[config.mk]
export PLATFORM = sky130hd
export DESIGN_NAME = dfp_cmd_sequencer
export DESIGN_NICKNAME = d
export VERILOG_FILES = /design/src/rtl/dfp_pkg.sv /design/src/rtl/dfp_cmd_sequencer_uart_tx.sv /design/src/rtl/dfp_cmd_sequencer.sv
export SDC_FILE = /design/constraint.sdc
export NUM_CORES = 1
export LEC_CHECK = 0
export ABC_AREA = 0
export CAP_MARGIN = 20
export CELL_PAD_IN_SITES_DETAIL_PLACEMENT = 0
export CELL_PAD_IN_SITES_GLOBAL_PLACEMENT = 1
export CORE_MARGIN = 2
export CORE_UTILIZATION = 29
export CTS_BUF_LIST = sky130_fd_sc_hd__clkbuf_16
export DETAILED_ROUTE_END_ITERATION = 8
export HOLD_SLACK_MARGIN = 0.03
export PLACE_DENSITY_LB_ADDON = 0.1
export SKIP_CTS_REPAIR_TIMING = 1
export SYNTH_ARGS = -nofsm -noshare
export SYNTH_HDL_FRONTEND = slang
export SYNTH_SLANG_ARGS = --single-unit
[constraint.sdc]
create_clock -name clk -period 2.6 [get_ports clk]
set_clock_uncertainty 0.2 [all_clocks]
set_input_delay 0.78 -clock clk [delete_from_list [all_inputs] [get_ports clk]]
set_output_delay 0.78 -clock clk [all_outputs]
set_load 0.005 [all_outputs]
[src/rtl/dfp_pkg.sv]
// Shared constants, state encoding and checksum helper for the DFPlayer
// command sequencer.
package dfp_pkg;

  localparam logic [7:0] FRAME_START    = 8'h7E;
  localparam logic [7:0] FRAME_VER      = 8'hFF;
  localparam logic [7:0] FRAME_LEN      = 8'h06;
  localparam logic [7:0] FRAME_FEEDBACK = 8'h00;
  localparam logic [7:0] FRAME_END      = 8'hEF;

  localparam logic [7:0] CMD_PLAY   = 8'h03;
  localparam logic [7:0] CMD_VOLUME = 8'h06;
  localparam logic [7:0] CMD_RESUME = 8'h0D;
  localparam logic [7:0] CMD_PAUSE  = 8'h0E;
  localparam logic [7:0] CMD_STOP   = 8'h16;

  localparam logic [3:0] GS_BEGINNING = 4'd0;
  localparam logic [3:0] GS_INGAME    = 4'd1;
  localparam logic [3:0] GS_HALT      = 4'd2;
  localparam logic [3:0] GS_ENDING    = 4'd3;

  typedef enum logic [1:0] {
    S_IDLE,
    S_LOAD,
    S_SEND,
    S_GAP
  } seq_state_t;

  // Two's-complement of the byte sum from version through param low, mod 2^16.
  function automatic logic [15:0] frame_checksum(input logic [7:0] cmd,
                                                 input logic [15:0] param);
    logic [15:0] sum;
    sum = {8'h00, FRAME_VER} + {8'h00, FRAME_LEN} + {8'h00, cmd}
        + {8'h00, FRAME_FEEDBACK} + {8'h00, param[15:8]} + {8'h00, param[7:0]};
    return 16'h0000 - sum;
  endfunction

endpackage

[src/rtl/dfp_cmd_sequencer_uart_tx.sv]
// 8N1 byte transmitter, LSB first, idle high. A start accepted in the cycle
// that done pulses chains the next byte with no idle cycle in between.
module uart_tx_byte #(
  parameter int BAUD_DIV = 10416
) (
  input  logic       clk,
  input  logic       reset,
  input  logic       start,
  input  logic [7:0] data,
  output logic       txd,
  output logic       done
);

  localparam int BW = $clog2(BAUD_DIV + 1);

  logic          active;
  logic [BW-1:0] baud_cnt;
  logic [3:0]    bit_idx;
  logic [3:0]    next_bit;
  logic [9:0]    shift_q;
  logic          baud_end;

  assign baud_end = (baud_cnt == BW'(BAUD_DIV - 1));
  assign next_bit = bit_idx + 4'd1;
  // done marks the final cycle of the stop bit.
  assign done     = active && baud_end && (bit_idx == 4'd9);

  always_ff @(posedge clk) begin
    if (reset) begin
      active   <= 1'b0;
      baud_cnt <= '0;
      bit_idx  <= '0;
      shift_q  <= '1;
      txd      <= 1'b1;
    end else if (start) begin
      shift_q  <= {1'b1, data, 1'b0};
      txd      <= 1'b0;
      active   <= 1'b1;
      baud_cnt <= '0;
      bit_idx  <= '0;
    end else if (active) begin
      if (baud_end) begin
        baud_cnt <= '0;
        if (bit_idx == 4'd9) begin
          active <= 1'b0;
          txd    <= 1'b1;
        end else begin
          bit_idx <= next_bit;
          txd     <= shift_q[next_bit];
        end
      end else begin
        baud_cnt <= baud_cnt + 1'b1;
      end
    end
  end

endmodule

[src/rtl/dfp_cmd_sequencer.sv]
// Turns game-state transitions into DFPlayer command frames on one UART line,
// with a power-on volume frame, a one-entry pending slot and inter-frame gaps.
module dfp_cmd_sequencer
  import dfp_pkg::*;
#(
  parameter int         BAUD_DIV   = 10416,
  parameter int         GAP_CYCLES = 2_000_000,
  parameter logic [7:0] VOLUME     = 8'd20
) (
  input  logic       clk,
  input  logic       reset,
  input  logic [3:0] game_state,
  input  logic [1:0] choice,
  output logic       uart_txd,
  output logic       busy,
  output logic [7:0] frames_sent,
  output logic [7:0] last_cmd
);

  localparam int GW = $clog2(GAP_CYCLES + 1);

  seq_state_t    state, next_state;
  logic [3:0]    gs_q;
  logic          init_armed;
  logic          pend_valid;
  logic [7:0]    pend_cmd, pend_param;
  logic          ev_valid;
  logic [7:0]    ev_cmd, ev_param;
  logic [7:0]    frame_q [10];
  logic [3:0]    byte_idx;
  logic [GW-1:0] gap_cnt;
  logic          gap_end;
  logic          tx_start, tx_done;
  logic [7:0]    tx_data;
  logic [7:0]    sel_cmd;
  logic [15:0]   sel_param, sel_ck;

  // Transitions involving an out-of-range state (4..15) never fire.
  always_comb begin
    ev_valid = 1'b0;
    ev_cmd   = 8'h00;
    ev_param = 8'h00;
    if (game_state != gs_q && game_state[3:2] == 2'b00 && gs_q[3:2] == 2'b00) begin
      if (game_state == GS_ENDING || game_state == GS_BEGINNING) begin
        ev_valid = 1'b1;
        ev_cmd   = CMD_STOP;
      end else if (gs_q == GS_BEGINNING && game_state == GS_INGAME) begin
        ev_valid = 1'b1;
        ev_cmd   = CMD_PLAY;
        ev_param = {6'b0, choice} + 8'd1;
      end else if (gs_q == GS_INGAME && game_state == GS_HALT) begin
        ev_valid = 1'b1;
        ev_cmd   = CMD_PAUSE;
      end else if (gs_q == GS_HALT && game_state == GS_INGAME) begin
        ev_valid = 1'b1;
        ev_cmd   = CMD_RESUME;
      end
    end
  end

  assign sel_cmd   = init_armed ? CMD_VOLUME : pend_cmd;
  assign sel_param = init_armed ? {8'h00, VOLUME} : {8'h00, pend_param};
  assign sel_ck    = frame_checksum(sel_cmd, sel_param);
  assign gap_end   = (gap_cnt == GW'(GAP_CYCLES - 1));
  assign busy      = (state != S_IDLE);

  always_ff @(posedge clk) begin
    if (reset) state <= S_IDLE;
    else       state <= next_state;
  end

  // Byte 0 is a constant, so it is handed to the transmitter during LOAD
  // while the rest of the frame is still being latched.
  always_comb begin
    next_state = state;
    tx_start   = 1'b0;
    tx_data    = FRAME_START;
    case (state)
      S_IDLE: if (init_armed || pend_valid) next_state = S_LOAD;
      S_LOAD: begin
        tx_start   = 1'b1;
        next_state = S_SEND;
      end
      S_SEND: begin
        if (tx_done) begin
          if (byte_idx == 4'd9) begin
            next_state = S_GAP;
          end else begin
            tx_start = 1'b1;
            tx_data  = frame_q[byte_idx + 4'd1];
          end
        end
      end
      S_GAP:   if (gap_end) next_state = S_IDLE;
      default: next_state = S_IDLE;
    endcase
  end

  always_ff @(posedge clk) begin
    if (reset) begin
      gs_q        <= GS_BEGINNING;
      init_armed  <= 1'b1;
      pend_valid  <= 1'b0;
      pend_cmd    <= '0;
      pend_param  <= '0;
      last_cmd    <= '0;
      frames_sent <= '0;
      byte_idx    <= '0;
      gap_cnt     <= '0;
      for (int i = 0; i < 10; i++) frame_q[i] <= '0;
    end else begin
      gs_q <= game_state;
      if (state == S_LOAD) begin
        frame_q[0] <= FRAME_START;
        frame_q[1] <= FRAME_VER;
        frame_q[2] <= FRAME_LEN;
        frame_q[3] <= sel_cmd;
        frame_q[4] <= FRAME_FEEDBACK;
        frame_q[5] <= sel_param[15:8];
        frame_q[6] <= sel_param[7:0];
        frame_q[7] <= sel_ck[15:8];
        frame_q[8] <= sel_ck[7:0];
        frame_q[9] <= FRAME_END;
        last_cmd   <= sel_cmd;
        byte_idx   <= '0;
        if (init_armed) init_armed <= 1'b0;
        else            pend_valid <= 1'b0;
      end
      // A fresh event wins over the slot being consumed in the same cycle.
      if (ev_valid) begin
        pend_valid <= 1'b1;
        pend_cmd   <= ev_cmd;
        pend_param <= ev_param;
      end
      if (state == S_SEND && tx_done && byte_idx != 4'd9) byte_idx <= byte_idx + 4'd1;
      if (state == S_GAP) begin
        if (gap_end) begin
          gap_cnt     <= '0;
          frames_sent <= frames_sent + 8'd1;
        end else begin
          gap_cnt <= gap_cnt + 1'b1;
        end
      end
    end
  end

  uart_tx_byte #(.BAUD_DIV(BAUD_DIV)) u_tx (
    .clk   (clk),
    .reset (reset),
    .start (tx_start),
    .data  (tx_data),
    .txd   (uart_txd),
    .done  (tx_done)
  );

endmodule

* After elaboration in Yosys (flattened, before gate mapping)
Memories as Yosys holds them, arrays and structs flattened.
Index checks and enable logic that the tools add are counted.
** Operators by class
- $add $sub $neg :: 10
- Magnitude comparators :: 1
- Equality and inequality tests :: 19
- Muxes and demuxes :: 58
- Bitwise operators :: 11
- Reduce and logical (&&, ||, !) cells :: 27
** Operators by type and width (count)
- two-way mux 8 bit :: 15
- two-way mux 1 bit :: 24
- adder 21 x 1 -> 21 bit (second input constant) :: 1
- equality test 21 bit (second input constant) :: 1
- two-way mux 21 bit :: 1
- two-way mux 4 bit :: 5
- adder 14 x 1 -> 14 bit (second input constant) :: 1
- equality test 14 bit (second input constant) :: 1
- two-way mux 14 bit :: 1
- subtractor 1 x 12 -> 13 bit (first input constant) :: 1
- adder 11 x 8 -> 12 bit :: 1
- equality test 4 x 2 -> 1 bit (second input constant) :: 3
- adder 10 x 1 -> 11 bit (second input constant) :: 1
- adder 9 x 8 -> 10 bit (first input constant) :: 1
- two-way mux 5 bit :: 2
- OR 1 bit :: 10
- nonzero test 2 bit :: 5
- logical AND 1 bit :: 9
- two-way mux 3 bit :: 3
- adder 4 x 1 -> 4 bit (second input constant) :: 2
- adder 8 x 1 -> 8 bit (second input constant) :: 1
- equality test 4 x 1 -> 1 bit (second input constant) :: 2
- equality test 4 bit (second input constant) :: 2
- logical NOT 4 bit :: 2
- other kinds (19) :: 31
** Storage, ports and cells
- Bits in registers :: 94
- Memory bits (writable) :: 80
- Output and inout port bits :: 18
- Memories :: 1
** Memory list
- frame_q :: words 10, bits a word 8, read ports 1, clocked after Yosys merged registers in 0, write ports 10, RTL line dfp_cmd_sequencer.sv:29 : logic [7:0] frame_q [10];

* Depth between registers and ports, before layout
Gate-level depths: netlist of run 1.
- Depth after elaboration :: 9
- Mapped depth :: 10

* By module
A second synthesis of run 1 with hierarchy kept.
** Unflattened totals
- Cell total of the unflattened synthesis :: 553
- Area, all modules :: 5037.3 sq um
** Modules (own cells, without submodules)
- dfp_cmd_sequencer :: instances 1, cells an instance 392, area each 3588.4 sq um, seq. area each 1641.6 sq um
- uart_tx_byte :: instances 1, cells an instance 161, area each 1448.9 sq um, seq. area each 580.6 sq um

* Least setup slack after synthesis of run 1
No wires, ideal clock.
- Kind :: input-to-reg
- From :: in reset
- To :: reg u_tx.shift_q[6]
- Library setup time :: 122 ps
- Data arrival time :: 2210 ps
- Data required time :: 2278 ps
- Slack :: 69 ps
- Stages on the path :: 6
- Path buffers :: 2
- Cell sequence :: clkbuf_1 -> clkinv_1 -> nand2_1 -> or4b_2 -> clkbuf_1 -> o32a_1
** RTL lines
- from (decl) :: RTL line dfp_cmd_sequencer.sv:11 : input logic reset,
- to (signal assigned) :: RTL line dfp_cmd_sequencer_uart_tx.sv:36 : shift_q <= {1'b1, data, 1'b0};
- to (decl) :: RTL line dfp_cmd_sequencer_uart_tx.sv:20 : logic [9:0] shift_q;

* Worst setup path in the final report of run 1
- From :: reg state[1]
- To :: out busy
** Between the ends
- Longest elaborated chain between the ends :: 1
** Ends and longest elaborated chain
- from (decl) :: RTL line dfp_cmd_sequencer.sv:22 : seq_state_t state, next_state;
- from (signal assigned) :: RTL line dfp_cmd_sequencer.sv:69 : else state <= next_state;
- nonzero test 2 bit :: RTL line dfp_cmd_sequencer.sv:65 : assign busy = (state != S_IDLE);
- to (decl) :: RTL line dfp_cmd_sequencer.sv:15 : output logic busy,
No other way between the ends.

==> results of run 1 <==
## sequential cells by signal, indices dropped and copies added (netlist names)
signal	count
byte_idx	4
frame_q	19
frames_sent	8
gap_cnt	21
gs_q	4
init_armed	1
last_cmd	5
pend_cmd	5
pend_param	3
pend_valid	1
state	2
u_tx.active	1
u_tx.baud_cnt	14
u_tx.bit_idx	4
u_tx.shift_q	9
u_tx.txd	1
## final cells by class
cell class	instances	area (sq um)	area share, %
Multi-Input combinational cell	411	2698	44.68
Inverter	26	97.59	1.617
Clock inverter	7	43.79	0.7254
Sequential cell	102	2225	36.85
Timing Repair Buffer	51	466.7	7.731
Tap cell	225	281.5	4.663
Clock buffer	9	225.2	3.731
## cell families (layout without fill, tap and decap cells)
logic type,count (synthesis),after routing
XOR/XNOR,43,43
multiplexers,18,18
buffers and inverters,53,93
AND/OR/NAND/NOR,249,249
AO/OA/AOI/OAI,79,79
other,1,3
adder cells (fa/ha/maj),19,19
flip-flops,102,102
## through the flow
stage	power (mW)	hold slack, ns	cell area [sq um]	setup TNS (ns)
floorplan	2.506	0.2192	5136	0
global placement	2.849	0.2338	5748	-0.9987
detailed placement	2.847	0.2401	5748	-1.599
CTS	4.135	0.2518	6017	-0.08478
global route	4.317	0.2625	6037	0
finish	4.061	0.2464	6037	0
## path summary, 6_finish.rpt
kind / startpoint / to / slack, ns / cells after the start
setup / recovery: state[1] / busy / 0.09 / 4
hold / removal: u_tx.shift_q[0] / u_tx.shift_q[0] / 0.25 / 2
setup reg to reg: gap_cnt[14] / state[1] / 0.13 / 6
hold reg to reg: u_tx.shift_q[0] / u_tx.shift_q[0] / 0.25 / 2
## worst max-delay path: stages, from the launching register on
cell	delay [ns]
dfxtp_2	0.36
inv_1	0.06
ha_2	0.20
inv_1	0.07
clkdlybuf4s50_1	0.50
## metal layers
metal	GRT usage, %	part of all wire, %
met5	0	0
met4	4.983	0.87
met3	2.407	2.9
met2	20.01	46
met1	17.91	51
## where the power goes
| group | leakage, nW | internal, mW | switching, mW |
|---|---|---|---|
| Sequential | 0.872 | 1.80 | 0.0976 |
| Clock | 0.139 | 0.647 | 0.607 |
| Combinational | 1.28 | 0.427 | 0.479 |
| Total | 2.29 | 2.88 | 1.18 |
## cell usage in the layout (no fill, tap or decap), types with 18 or more instances in the layout
master	count
dfxtp_1	82
nand2_1	45
nor2_1	78
a21oi_1	24
xnor2_1	21
edfxtp_1	18
xor2_1	22
inv_1	27
buf_4	26
clkdlybuf4s50_1	22
==> key figures, run 1 <==
Synthesis
  – Top post-synthesis cells by count: dfxtp_1, nor2_1, nand2_1
  – Synth unique cells: 68
  – Post-synthesis adder-cell area fraction: 4.782%
  – Avg Cell Area, Syn: 9.093 sq um
  – Simple-Gate Fraction of Synth Area: 24.96%
  – Mapped Cells: 564
  – Xor and xnor fraction of the mapped netlist area: 7.343%
  – Flops & latches, synth: 102
  – Sequential fraction of the synthesis area: 43.33%
  – Largest family of logic cells by synthesized area: simple AND/OR/NAND/NOR gates
  – Async SR Flop Fraction: 0%
  – Top post-synthesis cells by area: dfxtp_1, edfxtp_1, nor2_1, ha_1, xor2_1
  – Area share of the leading cell type in the synthesized netlist: 32.79%
  – Warnings from Yosys: 0
  – EDFF count, synth: 18
  – Synth Cell Area: 5129 sq um
  – Yosys top cell by area: dfxtp_1
  – Multiplexer area fraction after synthesis: 4.416%
  – Complex-gate fraction of the synthesized area: 10.76%
  – Most common cell in the synthesized netlist: dfxtp_1
  – Top_reg_cell synth: dfxtp_1

Place
  – PortBufs: 22
  – DP Worst Slack: -0.2192 ns
  – Final GP Congestion: 0.7466
  – Hpwl dp: 8.309 mm
  – Dpl cells: 814

Die
  – Die X: 137.0 um
  – # rows: 48
  – IO Pins: 26
  – Starting Density: 29.65%
  – Die height: 137.0 um
  – Core box area: 17300 sq um
  – Die area: 18760 sq um

Setup path
  – Critical path endpoint category: primary output
  – Crit path arrival time: 1.53 ns
  – Crit-path max FO: 4
  – Critical path class: flip-flop to primary output
  – CP startpoint kind: flip-flop
  – Critical path required time: 1.62 ns

Drt
  – Initial DRC count: 182
  – Vias per inst: 4.729
  – Drt pass-1 iters: 6
  – Drt drc: 0
  – Via count: 3930
  – Avg WL per Cell: 13.53 um
  – Post-route ant nets: 0
  – Total wire length: 11.24 mm

Power and ir drop
  – Pwr per Cell Area: 672.7 nW/um^2
  – Leak: 2.287 nW
  – Maximum vdd drop: 0.3616 mV

Global routing
  – Grt total ovfl: 0
  – Tot GR Track Use: 12.96%
  – Vias in the first global route: 3794
  – Largest net degree at the start of global routing: 36
  – First-pass GRT wire length: 19.15 mm
  – Initial antenna violation count: 0

CTS
  – Clock Latency Late Sink: 0.35 ns
  – Root Buffer: clkbuf_16
  – Clock transition at the registers of the reported paths: 0.07 ns
  – Clk sink count: 102
  – Max clock buf depth: 2
  – Cts bufs inserted: 9
  – CTS H-tree depth: 3
  – CTS tree: built

Cells and area
  – Nets: 628
  – Final core occ: 34.90%
  – Final cell count without fillers: 831
  – Layout cells sized above 1: 12.05%
  – Antenna cells: 0
  – Layout overhead on the synthesized area: 17.71%
  – Filler cell count: 1798

Timing
  – Setup violators final: 0
  – Worst setup margin: 0.08812 ns
  – Final worst path period need: 2.512 ns
  – Final Hold Viols: 0
  – Achievable frequency: 0.3981 GHz
  – RSZ-0062 raised after global routing: no
  – Worst-Margin Slew: 0.5654 ns
  – Slew Viols, Final: 0
  – Slew margin rel.: 61.96%
  – Final Cycle Share: 96.61%

Worst hold path
  – Worst Hold Class: flip-flop to flip-flop

Flow run
  – Max-cap viol count: 0

Run status
  – Outcome: finished, final reports clean
Power figures use the tool's default switching activity.
==> run 2: changes to the inputs <==
--- a/config.mk
+++ b/config.mk
@@ -5,7 +5,6 @@
 export SDC_FILE = /design/constraint.sdc
 export NUM_CORES = 1
 export LEC_CHECK = 0
-export ABC_AREA = 0
 export CAP_MARGIN = 20
 export CELL_PAD_IN_SITES_DETAIL_PLACEMENT = 0
 export CELL_PAD_IN_SITES_GLOBAL_PLACEMENT = 1
@@ -16,6 +15,7 @@
 export HOLD_SLACK_MARGIN = 0.03
 export PLACE_DENSITY_LB_ADDON = 0.1
 export SKIP_CTS_REPAIR_TIMING = 1
+export SLEW_MARGIN = 20
 export SYNTH_ARGS = -nofsm -noshare
 export SYNTH_HDL_FRONTEND = slang
 export SYNTH_SLANG_ARGS = --single-unit
==> results of run 2 <==
Final layout, timing and power as in run 1 (identical DEF).
==> run 3: changes to the inputs <==
--- a/config.mk
+++ b/config.mk
@@ -10,7 +10,6 @@
 export CELL_PAD_IN_SITES_GLOBAL_PLACEMENT = 1
 export CORE_MARGIN = 2
 export CORE_UTILIZATION = 29
-export CTS_BUF_LIST = sky130_fd_sc_hd__clkbuf_16
 export DETAILED_ROUTE_END_ITERATION = 8
 export HOLD_SLACK_MARGIN = 0.03
 export PLACE_DENSITY_LB_ADDON = 0.1
==> run 3 against run 2 <==
- sequential power barely moved
- routed wire length barely moved
- cell count did not move
- first-iteration DRC count fell by 1.1%
- power rose by 0.20%
- non-clock buffer count did not move
- sequential cell count did not move
- worst setup slack got worse by 0.00093 ns
- largest cell class unchanged
==> key figures, run 3 (synthesis results as in run 1) <==
Global routing
  – First-pass GRT wire length: 19.15 mm (unchanged)
  – Vias in the first global route: 3794 (unchanged)
  – Largest net degree at the start of global routing: 36 (unchanged)
  – Initial antenna violation count: 0 (unchanged)
  – Tot GR Track Use: 12.96% (unchanged)
  – Grt total ovfl: 0 (unchanged)

Setup path
  – Delay-heaviest family, CP: buffers and inverters (unchanged)
  – Crit path arrival time: 1.53 ns (about the same)
  – Worst Setup EP: busy (unchanged)
  – Crit Reg-Reg Endpoint: state[1] (unchanged)
  – Slowest CP cell: clkdlybuf4s50_1 (unchanged)
  – Worst path most repeated cell: inv_1 (unchanged)
  – Worst path bufs/invs: 3 (unchanged)
  – Worst reg2reg setup slack: 0.13 ns (about the same)
  – Critical path required time: 1.62 ns (about the same)
  – Reg2reg path depth: 6 (unchanged)
  – Critical-path cell list: inv_1, ha_2, inv_1, clkdlybuf4s50_1 (unchanged)
  – Crit-path max cell delay: 0.50 ns (about the same)
  – Crit-path max FO: 4 (unchanged)
  – Critical path endpoint category: primary output (unchanged)
  – Critical R2R Launch: gap_cnt[14] (unchanged)
  – Critical path class: flip-flop to primary output (unchanged)
  – Crit path from: state[1] (unchanged)
  – CP startpoint kind: flip-flop (unchanged)
  – Levels on crit path: 4 (unchanged)

CTS
  – CTS H-tree depth: 3 (unchanged)
  – Max clock buf depth: 2 (unchanged)
  – Root Buffer: clkbuf_16 (unchanged)
  – CTS tree: built (unchanged)
  – Clock transition at the registers of the reported paths: 0.07 ns (about the same)
  – Clock Latency Late Sink: 0.36 ns (was 0.35 ns)
  – Clk sink count: 102 (unchanged)
  – Cts bufs inserted: 9 (unchanged)

Drt
  – Via count: 3934 (was 3930)
  – Initial DRC count: 180 (was 182)
  – Drt drc: 0 (unchanged)
  – Post-route ant nets: 0 (unchanged)
  – Vias per inst: 4.734 (was 4.729)
  – Avg WL per Cell: 13.53 um (about the same)
  – Drt pass-1 iters: 6 (unchanged)
  – Total wire length: 11.24 mm (about the same)

Timing
  – Slew margin rel.: 61.96% (unchanged)
  – RSZ-0062 raised after global routing: no (unchanged)
  – Final Hold Viols: 0 (unchanged)
  – Final worst path period need: 2.513 ns (was 2.512 ns)
  – Slew Viols, Final: 0 (unchanged)
  – Worst setup margin: 0.08719 ns (was 0.08812 ns)
  – Worst-Margin Slew: 0.5654 ns (unchanged)
  – Hold_ws: 0.2464 ns (about the same)
  – Final Cycle Share: 96.65% (was 96.61%)
  – Setup TNS: 0 ns (unchanged)
  – Setup violators final: 0 (unchanged)
  – Achievable frequency: 0.3980 GHz (was 0.3981 GHz)

Power and ir drop
  – Power Total: 4.069 mW (was 4.061 mW)
  – Leak: 2.278 nW (was 2.287 nW)
  – Pwr per Cell Area: 674.0 nW/um^2 (was 672.7 nW/um^2)
  – Maximum vdd drop: 0.3615 mV (was 0.3616 mV)
  – Combinational share of power: 22.2% (was 22.3%)
  – Clock share of power: 31.0% (was 30.9%)
  – Cell-internal power: 2.886 mW (was 2.878 mW)
  – Seq pwr share: 46.8% (about the same)
  – Sw frac: 29.07% (was 29.12%)
  – Switching pwr: 1.183 mW (about the same)

Cells and area
  – Layout cells sized above 1: 12.05% (unchanged)
  – Layout overhead on the synthesized area: 17.71% (unchanged)
  – Antenna cells: 0 (unchanged)
  – Most common cell after layout, fill and taps aside: dfxtp_1 (unchanged)
  – Most frequent cells in the layout: dfxtp_1, nor2_1, nand2_1 (unchanged)
  – Final cell count without fillers: 831 (unchanged)
  – Nets: 628 (unchanged)
  – Biggest regs: gap_cnt: 21 flops, frame_q: 19 flops, u_tx.baud_cnt: 14 flops (unchanged)
  – Biggest register: gap_cnt (unchanged)
  – Largest register FFs: 21 (unchanged)

Place
  – DP Worst Slack: -0.2192 ns (unchanged)
  – Hpwl dp: 8.309 mm (unchanged)
  – Final GP Congestion: 0.7466 (unchanged)
  – Dpl cells: 814 (unchanged)
  – PortBufs: 22 (unchanged)

Run status
  – Outcome: finished, final reports clean (unchanged)

Worst hold path
  – Worst hold path depth: 2 (unchanged)
  – Worst Hold Class: flip-flop to flip-flop (unchanged)

Die
  – Die X: 137.0 um (unchanged)
  – Die area: 18760 sq um (unchanged)
  – Core box area: 17300 sq um (unchanged)
  – # rows: 48 (unchanged)
  – Die height: 137.0 um (unchanged)
  – IO Pins: 26 (unchanged)
  – Starting Density: 29.65% (unchanged)

Flow run
  – Max-cap viol count: 0 (unchanged)
run 3: how the worst min path moves through the flow:
stage / slack, ns / startpoint / endpoint
floorplan: 0.22 / u_tx.shift_q[0] / u_tx.shift_q[0]
global placement: 0.23 / last_cmd[3] / last_cmd[3]
detailed placement: 0.24 / u_tx.shift_q[0] / u_tx.shift_q[0]
CTS: 0.25 / u_tx.shift_q[0] / u_tx.shift_q[0]
global route: 0.26 / u_tx.shift_q[0] / u_tx.shift_q[0]
finish: 0.25 / u_tx.shift_q[0] / u_tx.shift_q[0]
run 3: layer usage:
metal  GRT usage [%]  vias up  routed length [um]
met2           20.01       49                5130
met5               0        -                   0
met4           4.983        0                 101
met1           17.91     1836                5688
met3           2.407        9                 322
li1                -     2040                   -
run 3: through the flow:
| stage | area [sq um] | util [%] |
|---|---|---|
| 3_5_place_dp | 5748 | 33.23 |
| 6_report | 6037 | 34.90 |
| 3_3_place_gp | 5748 | 33.23 |
| 5_1_grt | 6037 | 34.90 |
| 4_1_cts | 6017 | 34.79 |
| 2_1_floorplan | 5136 | - |
run 3: power groups by stage:
stage / clock (mW) / combinational [mW] / sequential [mW]
floorplan: 0 / 0.605 / 1.90
global placement: 0 / 0.910 / 1.94
detailed placement: 0 / 0.906 / 1.94
CTS: 1.33 / 0.910 / 1.91
global route: 1.38 / 1.02 / 1.92
finish: 1.26 / 0.905 / 1.90
run 3: cell type report:
class                           count  area [sq um]
Clock buffer                       11         232.7
Clock inverter                      5         36.28
Fill cell                        1798         11260
Inverter                           26         97.59
Multi-Input combinational cell    411          2698
Sequential cell                   102          2225
Tap cell                          225         281.5
Timing Repair Buffer               51         466.7
run 3: tightest hold or removal path: stages (launching register included):
cell	delay [ns]
dfxtp_1	0.31
nand2_1	0.05
nand2_1	0.04
